## src/rtl/washing_machine.sv

```systemverilog
// Washing machine program controller: IDLE->FILL->WASH->RINSE->SPIN->DRAIN->END.
// Optional door-open pause during a running program is enabled by defining WM_DOOR_PAUSE_EN.
module washing_machine #(
  parameter int MIN_PHASE_CYCLES = 0
) (
  input  logic       clk,
  input  logic       rst,
  input  logic       start,
  input  logic       door_closed,
  input  logic       water_level,
  input  logic       cycle_complete,
  output logic [2:0] state,
  output logic       motor_on,
  output logic       water_valve,
  output logic       drain_valve,
  output logic       buzzer
);

  typedef enum logic [2:0] {
    ST_IDLE  = 3'b000,
    ST_FILL  = 3'b001,
    ST_WASH  = 3'b010,
    ST_RINSE = 3'b011,
    ST_SPIN  = 3'b100,
    ST_DRAIN = 3'b101,
    ST_END   = 3'b110
  } state_t;

  localparam int CNT_W = (MIN_PHASE_CYCLES < 2) ? 1 : $clog2(MIN_PHASE_CYCLES + 1);
  localparam logic [CNT_W-1:0] CNT_MAX = '1;

  state_t           st;
  logic             cc_q;
  logic             cc_edge;
  logic [CNT_W-1:0] phase_cnt;
  logic             phase_ok;
  logic             in_phase;
  logic             adv;
  logic             hold;

  assign cc_edge  = cycle_complete & ~cc_q;
  assign in_phase = (st == ST_WASH) || (st == ST_RINSE) || (st == ST_SPIN) || (st == ST_DRAIN);
  assign adv      = cc_edge & phase_ok;

  // With no minimum the count never gates a phase edge, so skip the compare entirely.
  generate
    if (MIN_PHASE_CYCLES == 0) begin : g_no_min
      assign phase_ok = 1'b1;
    end else begin : g_min
      localparam logic [CNT_W-1:0] MIN_CNT = CNT_W'(MIN_PHASE_CYCLES);
      assign phase_ok = (phase_cnt >= MIN_CNT);
    end
  endgenerate

`ifdef WM_DOOR_PAUSE_EN
  logic paused;
  logic active;
  assign active = (st == ST_FILL) || in_phase;
  // The edge that opens or re-closes the door does not advance the program.
  assign hold   = paused | (active & ~door_closed);
`else
  assign hold   = 1'b0;
`endif

  always_ff @(posedge clk) begin
    if (!rst) begin
      st        <= ST_IDLE;
      cc_q      <= 1'b0;
      phase_cnt <= '0;
`ifdef WM_DOOR_PAUSE_EN
      paused    <= 1'b0;
`endif
    end else begin
      cc_q <= cycle_complete;
`ifdef WM_DOOR_PAUSE_EN
      if (paused) begin
        if (door_closed) paused <= 1'b0;
      end else if (active && !door_closed) begin
        paused <= 1'b1;
      end
`endif
      if (!hold) begin
        if (in_phase && phase_cnt != CNT_MAX) phase_cnt <= phase_cnt + 1'b1;
        case (st)
          ST_IDLE:  if (start && door_closed) begin st <= ST_FILL;  phase_cnt <= '0; end
          ST_FILL:  if (water_level)          begin st <= ST_WASH;  phase_cnt <= '0; end
          ST_WASH:  if (adv)                  begin st <= ST_RINSE; phase_cnt <= '0; end
          ST_RINSE: if (adv)                  begin st <= ST_SPIN;  phase_cnt <= '0; end
          ST_SPIN:  if (adv)                  begin st <= ST_DRAIN; phase_cnt <= '0; end
          ST_DRAIN: if (adv)                  begin st <= ST_END;   phase_cnt <= '0; end
          ST_END:   if (!door_closed)         begin st <= ST_IDLE;  phase_cnt <= '0; end
          default:                            begin st <= ST_IDLE;  phase_cnt <= '0; end
        endcase
      end
    end
  end

  assign state = st;

  always_comb begin
    motor_on    = 1'b0;
    water_valve = 1'b0;
    drain_valve = 1'b0;
    buzzer      = 1'b0;
    case (st)
      ST_FILL:  water_valve = 1'b1;
      ST_WASH:  motor_on    = 1'b1;
      ST_RINSE: begin motor_on = 1'b1; water_valve = 1'b1; end
      ST_SPIN:  begin motor_on = 1'b1; drain_valve = 1'b1; end
      ST_DRAIN: drain_valve = 1'b1;
      ST_END:   buzzer      = 1'b1;
      default:  ;
    endcase
`ifdef WM_DOOR_PAUSE_EN
    if (paused) begin
      motor_on    = 1'b0;
      water_valve = 1'b0;
      drain_valve = 1'b0;
    end
`endif
  end

endmodule

```

## config.mk

```make
export PLATFORM = sky130hd
export DESIGN_NAME = washing_machine
export DESIGN_NICKNAME = d
export VERILOG_FILES = /design/src/rtl/washing_machine.sv
export SDC_FILE = /design/constraint.sdc
export NUM_CORES = 1
export LEC_CHECK = 0
export ABC_AREA = 1
export CAP_MARGIN = 20
export CORE_AREA = 2 2 39 41
export DETAILED_ROUTE_END_ITERATION = 8
export DIE_AREA = 0 0 41 43
export SLEW_MARGIN = 20
export SYNTH_ARGS = -nofsm -noshare
export SYNTH_HDL_FRONTEND = slang
export SYNTH_SLANG_ARGS = --single-unit
```

## constraint.sdc

```tcl
create_clock -name clk -period 1 [get_ports clk]
set_input_delay 0.2 -clock clk [delete_from_list [all_inputs] [get_ports clk]]
set_output_delay 0.2 -clock clk [all_outputs]
set_load 0.02 [all_outputs]
```

Word-level counts from Yosys, hierarchy flattened
Cells that the tools add are included.
{"block": "totals", "reg_bits": 4, "latchBits": 0, "mem_bits_rw": 0, "rom_bits": 0, "input_bits": 6, "out_inout_bits": 7, "wordCells": 35, "n_memories": 0}
{"block": "classes", "addsub": 0, "n_mul": 0, "div_mod_pow": 0, "magnitude_cmp": 0, "eq_ne": 13, "shift": 0, "muxes": 12, "bitwise": 2, "reduce_logical": 6}
{"op": "3-bit two-way mux", "count": 7}
{"op": "3-bit case mux with 7 select lines", "count": 1}
{"op": "2-bit != test (second input constant)", "count": 7}
{"op": "3-bit equality test (second input constant)", "count": 3}
{"op": "7-bit AND reduction", "count": 1}
{"op": "3-bit by 2-bit equality test with 1-bit output (second input constant)", "count": 2}
{"op": "1-bit two-way mux", "count": 4}
{"op": "2-bit OR reduction", "count": 2}
{"op": "3-bit by 1-bit equality test with 1-bit output (second input constant)", "count": 1}
{"op": "3-bit zero test", "count": 1}
{"op": "3-bit OR reduction", "count": 1}
{"op": "1-bit bitwise AND", "count": 1}
{"op": "1-bit logical AND", "count": 1}
{"op": "1-bit inverter", "count": 1}

Depth between registers and ports, before layout
Gate-level depths: netlist of the first run.
{"block": "depth", "depth_word": 4, "mapped_depth": 8, "mapped_depth_nobuf": 8}

Worst setup path after synthesis of the first run
No wires, ideal clock.
{"block": "synth_timing", "path_kind": "flip-flop to flip-flop", "from": "reg st[2] (netlist: state[2])", "to": "reg st[2] (netlist: state[2])", "t_arrival_ns": 1.287, "required_ns": 0.936, "path_slack_ns": -0.351, "path_stages_with_launch": 8, "path_buffers": 1, "period_less_slack_ns": 1.351, "cell_sequence": "dfxtp_1 -> buf_4 -> inv_1 -> nor2_1 -> nor2_1 -> nand3_1 -> nand2_1 -> nor2_1"}
{"block": "synth_via", "elab_chain_len": 3, "word_cells_on_any_way": 16}
{"item": "from (decl)", "line_no": "32", "text": "state_t st;"}
{"item": "from (signal assigned)", "line_no": "67", "text": "st <= ST_IDLE;"}
{"item": "from (signal assigned)", "line_no": "85", "text": "ST_IDLE: if (start && door_closed) begin st <= ST_FILL; phase_cnt <= '0; end"}
{"item": "from (signal assigned)", "line_no": "86", "text": "ST_FILL: if (water_level) begin st <= ST_WASH; phase_cnt <= '0; end"}
{"item": "3-bit equality test (tied with other cells)", "line_no": "84", "text": "case (st)"}
{"item": "2-bit != test (no line)"}
{"item": "7-bit AND reduction (no line)"}
Parallel ways exist; a longest one is shown, timed or not.
A chain may end at the register's enable or synchronous reset.

Worst setup path in the final report of the first run
{"block": "layout_timing", "from": "reg st[0] (netlist: state[0])", "to": "reg st[1] (netlist: state[1])"}
Same word-level chain as after synthesis.

==> flow_summary_export.csv, run 1 <==
group,metric,value,unit
status,status,"complete, but fails checks",
status,violations,"setup timing",
worst_setup_path,crit_type,"reg2reg",
floorplanning,core_area,1384,um^2
global_routing,overflow,0,
clock_tree,clkSinkCount,4,
cells_and_area,finalNetCount,94,
power_and_ir_drop,vdd_drop_max,1439,uV
worst_setup_path,cp.arrival,1.39,ns
worst_setup_path,path_cells,"inv_4, buf_6, nand3_4, buf_6, nor2_4, nor2_4, nand3_2, nand2_1, nor2_1",
sta,fmax,0.7889,GHz
floorplanning,die_y,43,um
power_and_ir_drop,switching_power,0.9369,mW
power_and_ir_drop,power.internal,1.125,mW
floorplanning,start_util,24.05,%
yosys,yosysSeqAreaShare,24.06,%
place,dp.final_hpwl,718.6,um
power_and_ir_drop,swShare,45.45,%
worst_setup_path,slowest_stage,"dfxtp_4",
yosys,yosysTopAreaCellShare,24.06,%
yosys,synth_area,332.8,um^2
yosys,synthTopCellsByArea,"dfxtp_1 (24%), nand3_1 (14%), nand2_1 (12%), inv_1 (10%), nor2_4 (10%)",
yosys,yosysMostFrequentCell,"nand2_1",
yosys,synthesis.nets,62,
job,maxCapViolations,0,
sta,holdWs,0.5496,ns
clock_tree,clock_latency,0.23,ns
cells_and_area,final_cell_area,735.7,um^2
worst_setup_path,slowest_delay,0.39,ns
clock_tree,cts_root_buffer,"clkbuf_4",
clock_tree,clkTransAtPathRegs,0.04,ns
floorplanning,die_area,1763,um^2
worst_setup_path,start_kind,"flip-flop",
global_routing,grt_max_degree,11,
yosys,synthTopCellsByCount,"nand2_1 (11), inv_1 (9), nand3_1 (9)",
routing,drc,0,
power_and_ir_drop,combPwrFrac,72.1,%
clock_tree,cts_buffer_depth,2,
power_and_ir_drop,p_leak,0.3577,nW
place,io_buffers,12,
yosys,syn-instance-count,56,
cells_and_area,layout.cells.non_filler,103,
routing,firstDrtPassIters,3,
sta,setup_slack,-0.2676,ns
place,gp_congestion,0.7831,
cells_and_area,synthToLayoutAreaGrowth,121.1,%
sta,tns,-2.071,ns
yosys,ys_ff_latch,4,
clock_tree,htree_levels,1,
sta,slew_viol_final,0,
sta,fin_skew,0.004292,ns
power_and_ir_drop,power.density,2802,nW/um^2
sta,finalCritPeriodShare,126.8,%
hold_path,worstHoldEndpoint,"cc_q",
cells_and_area,drive_gt1_share,63.22,%
yosys,ys.flop_type,"dfxtp_1",
global_routing,antenna_found_initial,0,
worst_setup_path,r2r-start,"state[0]",
floorplanning,die_width,41,um
place,dp_cells,96,
yosys,ys_warn_count,0,
hold_path,whs_path_depth,3,
worst_setup_path,end_kind,"flip-flop",
worst_setup_path,startpoint,"state[0]",
yosys,synth-async-reset-ratio,0,%
sta,worstMarginPinSlew,0.2689,ns
global_routing,grt_pass1_wl,1421,um
sta,slew_headroom,81.89,%
power_and_ir_drop,power_frac_clock,10.5,%
place,preCtsSetupSlack,-0.4749,ns
worst_setup_path,path_max_fanout,6,
clock_tree,cts_tree,"built",
floorplanning,rows,14,
place,place_area,620.6,um^2
routing,routed_via_density,4.311,
yosys,synth_top_area_cell,"dfxtp_1",
hold_path,hold_path_class,"in2reg",
global_routing,grt_pass1_vias,384,
sta,rsz0062_at_grt,"true",
worst_setup_path,reg2reg_depth,9,
yosys,synth_cell_types,12,
hold_path,min-delay-start,"cycle_complete",
sta,finalHoldViolations,0,
sta,period_minus_slack,1.268,ns
sta,finalSetupViolCount,10,
worst_setup_path,rr_endpoint,"state[1]",
routing,wl_per_cell,9.845,um
clock_tree,cts_hold_buf,0,
global_routing,grt.total_usage,12.02,%
worst_setup_path,cp.required,1.13,ns
power_and_ir_drop,pwr-share-seq,17.4,%
routing,ant_nets,0,
yosys,synth_area_per_cell,5.943,um^2
floorplanning,ios,13,
routing,via_count,444,
worst_setup_path,r2r_setup_slack,-0.27,ns
routing,drtIter0Drc,1,
yosys,synth_edf_count,0,
clock_tree,cts_buffers,3,
routing,wl,1014,um
cells_and_area,insertedDiodeCount,0,
## sequential cells by signal (all words and copies together), names as in the netlist
| signal | count |
|---|---|
| cc_q | 1 |
| state | 3 |
## stage by stage
stage	util, %	power, mW
after CTS	48.28	1.888
after detailed placement	44.85	1.565
after global routing	53.16	2.224
after global placement	44.85	1.561
final	53.16	2.062
after floorplan	-	1.053
## layout by cell type, fill, tap and decap left out, drive strengths merged
cell / count
nor2: 12
inv: 10
nand3: 9
nand2: 14
dfxtp: 4
clkbuf: 4
o21ai: 2
buf: 23
a21oi: 4
clkdlybuf4s50: 5
## kinds of logic after synthesis
logic type | after synthesis | synth area share (%)
flip-flops | 4 | 24.06
buffers and inverters | 11 | 13.53
AO/OA/AOI/OAI | 6 | 9.023
AND/OR/NAND/NOR | 35 | 53.38
## power groups by stage
stage                     Sequential, mW  Combinational [mW]  Clock, mW
after detailed placement           0.342                1.22          0
after floorplan                    0.361               0.692          0
final                              0.359                1.49      0.216
after global routing               0.367                1.61      0.244
after CTS                          0.369                1.29      0.231
after global placement             0.341                1.22          0
## cell type report
cell class              instances  area [um^2]
fillers                       136        648.1
multi-input cells              41        302.8
repair buffers                 28        250.2
flip-flops and latches          4        91.34
inverters                      10        45.04
clock buffers                   4        26.28
well taps                      16        20.02
## how the worst max path moves through the flow
stage                  end  slack [ns]
2_1_floorplan     state[1]        -0.1
3_3_place_gp      state[0]       -0.45
3_5_place_dp   water_valve       -0.47
4_1_cts        water_valve       -0.25
5_1_grt           state[0]       -0.36
6_report          state[1]       -0.27
## repair_timing
action	in CTS	in global routing
pin swaps	3	5
setup buffers	0	3
endpoints found under the setup margin	10	10
endpoints found under the hold margin	0	0
gates resized for setup	46	12
## worst max-delay path: cells and delay by family (launching register included)
kind                   cells  cell delay, ns
buffers and inverters      3            0.27
DFF                        1            0.39
and+or+nand+nor            6            0.48
## per-layer routing
layer,vias up,share of wire (%),track usage (%)
met5,-,0,0
met3,0,4.9,1.571
li1,237,-,-
met1,196,39,13.42
met2,11,56,18.75
met4,0,0,10.00
Note: power is estimated with default switching activity, not from simulation.
==> run 2, diff against run 1 <==
==> constraint.sdc (replaced) <==
create_clock -name clk -period 1.1 [get_ports clk]
set_input_delay 0.22 -clock clk [delete_from_list [all_inputs] [get_ports clk]]
set_output_delay 0.22 -clock clk [all_outputs]
set_load 0.02 [all_outputs]
==> flow_summary_export.csv, run 2 (synthesized netlist as in run 1, its figures left out) <==
group,metric,value,unit
clock_tree,cts_buffer_depth,2,
global_routing,grt_max_degree,8,
worst_setup_path,cp.required,0.88,ns
routing,wl,895,um
cells_and_area,fill_cells,147,
routing,routed_via_density,4.196,
floorplanning,die_area,1763,um^2
global_routing,grt_pass1_wl,1531,um
place,io_buffers,12,
worst_setup_path,path_max_fanout,4,
job,maxCapViolations,0,
clock_tree,htree_levels,1,
clock_tree,clkTransAtPathRegs,0.04,ns
sta,finalSetupViolCount,8,
global_routing,grt.total_usage,13.13,%
floorplanning,rows,14,
cells_and_area,layout.cells.non_filler,102,
sta,setup_slack,-0.1407,ns
cells_and_area,drive_gt1_share,58.14,%
power_and_ir_drop,p_leak,0.3282,nW
clock_tree,cts_hold_buf,0,
routing,via_count,428,
worst_setup_path,start_kind,"flip-flop",
routing,ant_nets,0,
cells_and_area,insertedDiodeCount,0,
sta,worstMarginPinSlew,0.1575,ns
floorplanning,die_y,43,um
worst_setup_path,end_kind,"output port",
clock_tree,cts_buffers,3,
cells_and_area,synthToLayoutAreaGrowth,106.8,%
power_and_ir_drop,vdd_drop_max,1190,uV
sta,fin_skew,0.006405,ns
place,dp_cells,95,
global_routing,overflow,0,
routing,drc,0,
sta,finalHoldViolations,0,
worst_setup_path,cp.arrival,1.02,ns
routing,wl_per_cell,8.775,um
sta,fmax,0.8060,GHz
cells_and_area,largest_reg_flops,3,
cells_and_area,utilization,49.73,%
floorplanning,core_area,1384,um^2
cells_and_area,finalNetCount,93,
worst_setup_path,crit_type,"reg2out",
clock_tree,cts_tree,"built",
routing,drtIter0Drc,4,
hold_path,hold_path_class,"in2reg",
place,preCtsSetupSlack,-0.3883,ns
floorplanning,ios,13,
sta,slew_viol_final,0,
floorplanning,die_width,41,um
status,violations,"setup timing",
global_routing,grt_pass1_vias,402,
place,dp.final_hpwl,678.8,um
global_routing,antenna_found_initial,0,
clock_tree,clkSinkCount,4,
cells_and_area,final_common_cell,"buf_4",
power_and_ir_drop,power.density,2501,nW/um^2
clock_tree,clock_latency,0.23,ns
sta,tns,-0.8507,ns
sta,period_minus_slack,1.241,ns
floorplanning,start_util,24.05,%
sta,slew_headroom,89.39,%
status,status,"complete, but fails checks",
sta,finalCritPeriodShare,112.8,%
sta,rsz0062_at_grt,"true",
routing,firstDrtPassIters,3,
place,gp_congestion,0.7615,
cells_and_area,final_cell_mix,"buf_4 (16), nand2_1 (9), nor2_4 (7)",
clock_tree,cts_root_buffer,"clkbuf_4",
run 2: final cells by class:
type | count | area [um^2] | share of cell area (%)
inverter | 10 | 42.54 | 6.182
clock buffer | 4 | 26.28 | 3.818
sequential | 4 | 91.34 | 13.27
multi-input combinational | 41 | 270.3 | 39.27
tap | 16 | 20.02 | 2.909
timing repair buffer | 27 | 237.7 | 34.55
run 2: worst paths after layout:
kind | start | end | slack [ns] | depth (start not counted)
min | cycle_complete | cc_q | 0.56 | 3
max reg2reg | state[1] | state[2] | -0.12 | 8
min reg2reg | state[0] | state[0] | 0.65 | 3
max | state[0] | water_valve | -0.14 | 5
run 2: worst max-delay path, stage by stage, from the launching register on:
cell,delay [ns]
dfxtp_4,0.37
inv_4,0.05
nor2_4,0.08
inv_2,0.05
a21oi_4,0.11
buf_6,0.12
run 2: layer usage:
metal	wire (um)	share of wire (%)	up-vias	global-route usage, %
met5	0	0	-	0
met4	0	0	0	10.00
met3	38	4.2	0	3.141
met2	473	53	9	19.38
met1	382	43	182	15.34
li1	-	-	237	-
run 2: where the power goes:
group | internal, mW | total (mW) | switching (mW)
combinational | 0.612 | 1.23 | 0.618
clock | 0.136 | 0.194 | 0.0579
sequential | 0.212 | 0.297 | 0.0845
total | 0.961 | 1.72 | 0.761
run 2: metrics by stage:
| step | cell area, um^2 | power, mW | hold WS, ns |
|---|---|---|---|
| 4_1_cts | 648.1 | 1.643 | 0.5346 |
| 3_5_place_dp | 603.1 | 1.368 | 0.6170 |
| 3_3_place_gp | 603.1 | 1.371 | 0.6091 |
| 2_1_floorplan | 387.9 | 0.9341 | 0.3135 |
| 6_report | 688.2 | 1.721 | 0.5635 |
| 5_1_grt | 688.2 | 1.881 | 0.6081 |
run 2: what timing repair did:
item / 4_1_cts / 5_1_grt
setup buffers: 1 / 2
pin swaps: 0 / 2
resized for setup: 45 / 6
setup endpoints to repair: 10 / 10
==> run 3, diff against run 2 <==
--- a/config.mk
+++ b/config.mk
@@ -10,7 +10,7 @@
 export CORE_AREA = 2 2 39 41
 export DETAILED_ROUTE_END_ITERATION = 8
 export DIE_AREA = 0 0 41 43
-export SLEW_MARGIN = 20
+export SLEW_MARGIN = 15
 export SYNTH_ARGS = -nofsm -noshare
 export SYNTH_HDL_FRONTEND = slang
 export SYNTH_SLANG_ARGS = --single-unit
==> results of run 3 <==
Same layout as run 2: the final DEF is identical, and so are final timing and power.
